File: src/rtl/multi_edge_detect.sv
// multi_edge_detect: N-channel edge detector for asynchronous level inputs.
// Every channel has its own synchroniser and previous-value register, and a mode
// that selects rising, falling, both or no edges. Each channel also keeps a
// registered one-cycle tick with its direction, a sticky pending flag and a
// saturating event counter. The pending flags that are enabled combine into irq.
module multi_edge_detect #(
    parameter int N           = 4,
    parameter int SYNC_STAGES = 2,
    parameter int CNT_W       = 8,
    parameter int SEL_W       = (N > 1) ? $clog2(N) : 1
) (
    input  logic               clk,
    input  logic               reset,
    input  logic [N-1:0]       level,
    input  logic [2*N-1:0]     mode,
    input  logic [N-1:0]       pend_clr,
    input  logic [N-1:0]       irq_en,
    input  logic [N-1:0]       cnt_clr,
    input  logic [SEL_W-1:0]   cnt_sel,
    output logic [N-1:0]       tick,
    output logic [N-1:0]       dir,
    output logic [N-1:0]       pending,
    output logic [CNT_W-1:0]   cnt_out,
    output logic               irq
);

    // Per-channel counter values, gathered here for the output mux
    logic [CNT_W-1:0] cnt_arr [N];

    genvar gi;
    generate
        for (gi = 0; gi < N; gi = gi + 1) begin : g_chan
            logic [SYNC_STAGES-1:0] sync_reg;
            logic                   prev_reg;
            logic                   tick_reg;
            logic                   dir_reg;
            logic                   pending_reg;
            logic [CNT_W-1:0]       cnt_reg;

            logic                   sync_last;
            logic                   rise;
            logic                   fall;
            logic                   ev;
            logic                   pending_next;
            logic [CNT_W-1:0]       cnt_next;

            // The edge compare uses the last sync stage only, so that the
            // metastable first stage never reaches the detection logic.
            assign sync_last = sync_reg[SYNC_STAGES-1];
            assign rise      = sync_last & ~prev_reg;
            assign fall      = ~sync_last & prev_reg;
            // The mode is applied here, after the edge detection. In mode 00
            // the sync chain and prev_reg keep tracking the input, so a
            // channel that is enabled again does not report an old edge.
            assign ev        = (rise & mode[2*gi]) | (fall & mode[2*gi+1]);

            // Next state of the pending flag and the counter. A new event wins
            // over a clear in the same cycle.
            always_comb begin
                pending_next = (pending_reg & ~pend_clr[gi]) | ev;
                cnt_next     = cnt_reg;
                if (cnt_clr[gi]) begin
                    cnt_next = ev ? CNT_W'(1) : '0;
                end else if (ev && (cnt_reg != {CNT_W{1'b1}})) begin
                    cnt_next = cnt_reg + CNT_W'(1);
                end
            end

            // Channel state registers. Reset clears them at once, so edges that
            // are still in flight are dropped.
            always_ff @(posedge clk or posedge reset) begin
                if (reset) begin
                    sync_reg    <= '0;
                    prev_reg    <= 1'b0;
                    tick_reg    <= 1'b0;
                    dir_reg     <= 1'b0;
                    pending_reg <= 1'b0;
                    cnt_reg     <= '0;
                end else begin
                    sync_reg    <= {sync_reg[SYNC_STAGES-2:0], level[gi]};
                    prev_reg    <= sync_last;
                    tick_reg    <= ev;
                    if (ev) begin
                        dir_reg <= rise;
                    end
                    pending_reg <= pending_next;
                    cnt_reg     <= cnt_next;
                end
            end

            assign tick[gi]    = tick_reg;
            assign dir[gi]     = dir_reg;
            assign pending[gi] = pending_reg;
            assign cnt_arr[gi] = cnt_reg;
        end
    endgenerate

    // Counter read-back mux. A select value with no matching channel gives 0.
    always_comb begin
        cnt_out = '0;
        for (int i = 0; i < N; i++) begin
            if (cnt_sel == SEL_W'(i)) begin
                cnt_out = cnt_arr[i];
            end
        end
    end

    // irq is driven only by registers and irq_en, so level cannot glitch it.
    assign irq = |(pending & irq_en);

endmodule
File: config.mk
export PLATFORM = sky130hd
export DESIGN_NAME = multi_edge_detect
export DESIGN_NICKNAME = d
export VERILOG_FILES = /design/src/rtl/multi_edge_detect.sv
export SDC_FILE = /design/constraint.sdc
export NUM_CORES = 1
export LEC_CHECK = 0
export ABC_AREA = 1
export BUFFER_PORTS_ARGS = -buffer_cell sky130_fd_sc_hd__buf_2
export CAP_MARGIN = 30
export CORE_MARGIN = 3
export CORE_UTILIZATION = 45
export DETAILED_ROUTE_END_ITERATION = 16
export GPL_ROUTABILITY_DRIVEN = 0
export PLACE_DENSITY_LB_ADDON = 0.25
export SYNTH_ARGS = -nofsm -noshare
export SYNTH_HDL_FRONTEND = slang
export SYNTH_SLANG_ARGS = --single-unit
File: constraint.sdc
create_clock -name clk -period 2 [get_ports clk]
set_clock_uncertainty 0.05 [all_clocks]
set_input_delay 0.2 -clock clk [delete_from_list [all_inputs] [get_ports clk]]
set_output_delay 0.2 -clock clk [all_outputs]
set_load 0.05 [all_outputs]
==> After elaboration in Yosys (flattened, before gate mapping) <==
Cells that the tools add are included.
{ "totals": {"register_bits": 56, "input_bits": 28, "output_inout_bits": 21, "elab_cells": 102} }
{ "classes": {"n_addsub": 4, "eq_ne": 7, "mux": 16, "bitwise_logic": 41, "n_reduce_logical": 10} }
{ "op_table": {"columns": ["cell", "n"], "rows": [
  ["$mux 8", 12],
  ["$add 8x1->8 const B", 4],
  ["$ne 8x8->1 const B", 4],
  ["$and 1x1->1", 20],
  ["$not 1->1", 12],
  ["$or 1x1->1", 8],
  ["$reduce_bool 2->1", 4],
  ["$and 4x4->4", 1],
  ["$eq 2x2->1 const B", 2],
  ["$logic_and 1x1->1", 4],
  ["$mux 1", 4],
  ["$reduce_or 4->1", 1],
  ["$eq 2x1->1 const B", 1],
  ["$logic_not 2->1", 1]
]} }

==> Depth between registers and ports, before layout <==
{ "logic_depth": {"ltp_word": 7, "mapped_depth": 9, "ltp_nobuf": 9} }

==> Worst setup path after synthesis <==
Ideal clock, no wire load.
{ "synth_path": {"kind": "in2out", "startpoint": "input cnt_sel[1]", "endpoint": "output cnt_out[2]", "t_arrival_ns": 1.289, "required_ns": 1.750, "setup_slack_ns": 0.461, "stages": 3, "n_path_buf": 0, "path_cell_list": "nor2_1 > inv_2 > o2111ai_1"} }
{ "synth_via": {"elab_chain_cells": 5, "elab_cells_between_ends": 8, "classes_between": "eq/ne: 3; mux: 4; reduce/logical: 1"} }
{ "synth_lines": {"columns": ["item", "line_no", "source"], "rows": [
  ["from (decl)", "19", "input logic [SEL_W-1:0] cnt_sel,"],
  ["$logic_not 2->1", "102", "if (cnt_sel == SEL_W'(i)) begin"],
  ["$mux 8 (3 in series)", "102", null],
  ["$mux 8 *", "102", null],
  ["to (decl)", "23", "output logic [CNT_W-1:0] cnt_out,"]
]} }
Every way passes the cells marked *; elsewhere a longest branch is shown, timed or not.

==> Worst setup path after layout <==
{ "layout_path": {"startpoint": "register g_chan[1].cnt_reg[5]", "endpoint": "output cnt_out[5]"} }
{ "layout_via": {"elab_chain_cells": 3} }
{ "layout_lines": {"columns": ["item", "line_no", "source"], "rows": [
  ["from (decl)", "38", "logic [CNT_W-1:0] cnt_reg;"],
  ["from (signal assigned)", "87", "cnt_reg <= cnt_next;"],
  ["$mux 8 (3 in series)", "102", null]
]} }
Every way passes these cells.

==> results.sh <==
export IMPL_status="finished clean"
export IMPL_syn_num_nets=439
export IMPL_ff_latch_area_mm2=0.00140
export IMPL_rsz0062_at_grt="no"
export IMPL_final_nets=489
export IMPL_fin_crit_ns=1.72
export IMPL_grt_max_degree=21
export IMPL_antenna_found_initial=0
export IMPL_dr_pass1_iters=4
export IMPL_overflow=0
export IMPL_finalCritPeriodShare_pct=86.2
export IMPL_min_from="pend_clr[2]"
export IMPL_syn_to_final_growth_pct=13.0
export IMPL_max_stage_delay_ns=0.41
export IMPL_crit_arrival_ns=1.47
export IMPL_grt_busiest_layer="met2"
export IMPL_dieArea_mm2=0.00775
export IMPL_whs_path_depth=2
export IMPL_clk_latency_ns=0.32
export IMPL_drv_cap=0
export IMPL_p_total_w=0.00231
export IMPL_min_path_type="primary input to flip-flop"
export IMPL_ys_warn_count=0
export IMPL_reg2reg_from="g_chan[0].cnt_reg[0]$_DFFE_PP0P_"
export IMPL_die_height_um=88.1
export IMPL_yosysUniqueCellTypes=29
export IMPL_tns_ns=0
export IMPL_end_kind="output pin"
export IMPL_grt_pass1_vias=2398
export IMPL_vdd_drop_max_uv=485
export IMPL_hold_ws_ns=0.0108
export IMPL_drt_wl_total_mm=6.50
export IMPL_num_rows=29
export IMPL_synth_edf_count=0
export IMPL_critPathBufInv=2
export IMPL_finalHoldViolCount=0
export IMPL_power_density_mw_per_mm2=674
export IMPL_multiInputGateArea_mm2=0.00129
export IMPL_fmax_ghz=0.580
export IMPL_grt_usage_pct=18.2
export IMPL_root_buffer="clkbuf_8"
export IMPL_async_flop_share_pct=100
export IMPL_die_x_um=88.1
export IMPL_fill_cells=614
export IMPL_ant_nets=0
export IMPL_use_met1_pct=24.3
export IMPL_cp_top_family="flip-flops"
export IMPL_yosys_area_top_type_share_pct=46.2
export IMPL_drc=0
export IMPL_ys_top_cells_by_area="dfrtp_1 46%, nand2_1 15%, nand3_1 7.1%"
export IMPL_synth_ff_type="dfrtp_1"
export IMPL_port_buffers=48
export IMPL_crit_type="flip-flop to output pin"
export IMPL_n_antenna_cell=0
export IMPL_synth_area_mm2=0.00303
export IMPL_crit_fanout=4
export IMPL_cp_start_kind="flip-flop"
export IMPL_coreArea_mm2=0.00642
export IMPL_r2r_end="g_chan[0].cnt_reg[7]$_DFFE_PP0P_"
export IMPL_start_util_pct=47.2
export IMPL_drtIter0Drc=132
export IMPL_r2r_setup_slack_ns=0.49
export IMPL_clk_pin_slew_ns=0.09
export IMPL_r2r_cells=9
export IMPL_leakagePower_nw=1.85
export IMPL_vias_per_cell=4.93
export IMPL_clock_sinks=56
export IMPL_pin_count=49
export IMPL_worst_pin_slew_ns=0.536
export IMPL_h_tree_depth=2
export IMPL_synthCells=407
export IMPL_dpl_hpwl_mm=5.13
export IMPL_crit_slowest_cell="dfrtp_1"
export IMPL_cp_cell_sequence="inv_1 > o22ai_1 > a21oi_1 > nand2_1 > buf_2"
export IMPL_layout_drive_gt1_share_pct=17.5
export IMPL_maxSlewViolCount=0
export IMPL_gr_usage_met3_pct=3.76
export IMPL_largest_reg_flops=32
export IMPL_use_met2_pct=29.9
export IMPL_vias=2638
export IMPL_synth_top_area_cell="dfrtp_1"
export IMPL_tritoncts="yes"
export IMPL_cts_setup_buffers=0
export IMPL_maxSlewHeadroom_pct=64.2
export IMPL_clk_path_buf_depth=2
export IMPL_numCtsBuffers=5
export IMPL_crit_required_ns=1.75
export IMPL_syn_avg_cell_area_um2=7.45
export IMPL_seq_area_frac_synth_pct=46.2
export IMPL_setup_violations=0
export IMPL_ys_seq_elements=56
export IMPL_min_to="g_chan[2].pending_reg$_DFF_PP0_"
export IMPL_wire_per_inst_um=12.2
export IMPL_grt_first_pass_wirelength_mm=11.0
-- logic make-up (layout without fill, tap and decap cells) --
family	count (synthesis)	after routing	share of synthesized area (%)
flops	56	56	46.2
simple gates	230	230	32.4
buf+inv	74	125	11.3
compound gates	41	41	7.85
fa+ha+maj	4	4	1.65
xor+xnor	2	2	0.578
-- worst max path at each step --
stage / start / end / slack (ns) / depth (start not counted)
after floorplan: reset / g_chan[0].cnt_reg[0]$_DFFE_PP0P_ / 0.38 / 1
after global placement: cnt_sel[1] / cnt_out[0] / 0.41 / 6
after detailed placement: cnt_sel[1] / cnt_out[0] / 0.40 / 6
after CTS: g_chan[1].cnt_reg[5]$_DFFE_PP0P_ / cnt_out[5] / 0.27 / 5
after global routing: g_chan[1].cnt_reg[3]$_DFFE_PP0P_ / cnt_out[3] / 0.18 / 5
final: g_chan[1].cnt_reg[5]$_DFFE_PP0P_ / cnt_out[5] / 0.28 / 5
-- report_power, final --
group | internal, W | total (W) | leakage [nW] | switching, W
Sequential | 0.00120 | 0.00125 | 0.725 | 0.0000538
Clock | 0.000277 | 0.000641 | 0.0510 | 0.000363
Combinational | 0.000115 | 0.000419 | 1.07 | 0.000304
Total | 0.00159 | 0.00231 | 1.85 | 0.000721
-- timing repair --
| item | 4_1_cts | 5_1_grt |
|---|---|---|
| resized for setup | 0 | 0 |
| hold buffers | 6 | 0 |
| hold endpoints to repair | 22 | 0 |
-- metrics by stage --
step                      cells  cell area, µm²  utilization (%)  setup slack [ns]
after global routing        535            3420             53.3             0.176
after floorplan             407            3030                -             0.379
final                       535            3420             53.3             0.276
after CTS                   535            3420             53.3             0.266
after detailed placement    521            3270             50.9             0.400
after global placement      521            3270             50.9             0.412
-- routing by layer --
metal  share of wire (%)  vias up  wire length, µm
li1                    -     1372                -
met1                  46     1204             3010
met2                  48       55             3090
met3                 5.0        7              323
met4                 1.2        0               79
met5                   0        -                0
-- layout by cell type, fill, tap and decap left out --
master,n
nand2_1,125
dfrtp_1,56
inv_1,50
buf_2,48
nand3_1,43
nor2_1,43
inv_2,10
o21ai_1,10
a21oi_1,10
o21ai_0,8
clkbuf_8,6
dlygate4sd3_1,6
nand4_1,5
nand2_2,5
o22ai_1,4
ha_1,4
o21bai_1,3
o2111ai_1,3
nor3_1,3
buf_4,3
nand2_4,2
clkinv_2,2
nand3b_1,1
nor2_4,1
nand3_2,1
o211ai_1,1
xnor2_1,1
a21o_1,1
o21ai_2,1
or2_2,1
xor2_1,1
-- layout make-up --
cell class                      instances  share of cell area [%]
Tap cell                               77                    2.81
Inverter                               60                    6.58
Sequential cell                        56                    40.9
Multi-Input combinational cell        277                    37.6
Timing Repair Buffer                   57                    9.43
Clock buffer                            6                    2.41
Clock inverter                          2                   0.292
-- Yosys cell counts, types with 2 or more instances --
| master | instances |
|---|---|
| nand3_1 | 43 |
| nand2_4 | 2 |
| buf_4 | 12 |
| o2111ai_1 | 3 |
| dfrtp_1 | 56 |
| a21oi_1 | 10 |
| inv_1 | 51 |
| o21ai_1 | 10 |
| o22ai_1 | 4 |
| o21bai_1 | 3 |
| inv_2 | 9 |
| nor3_1 | 3 |
| o21ai_0 | 8 |
| nand2_2 | 5 |
| nand2_1 | 125 |
| ha_1 | 4 |
| nand4_1 | 5 |
| nor2_1 | 43 |
Note: power is estimated with default switching activity, not from simulation.
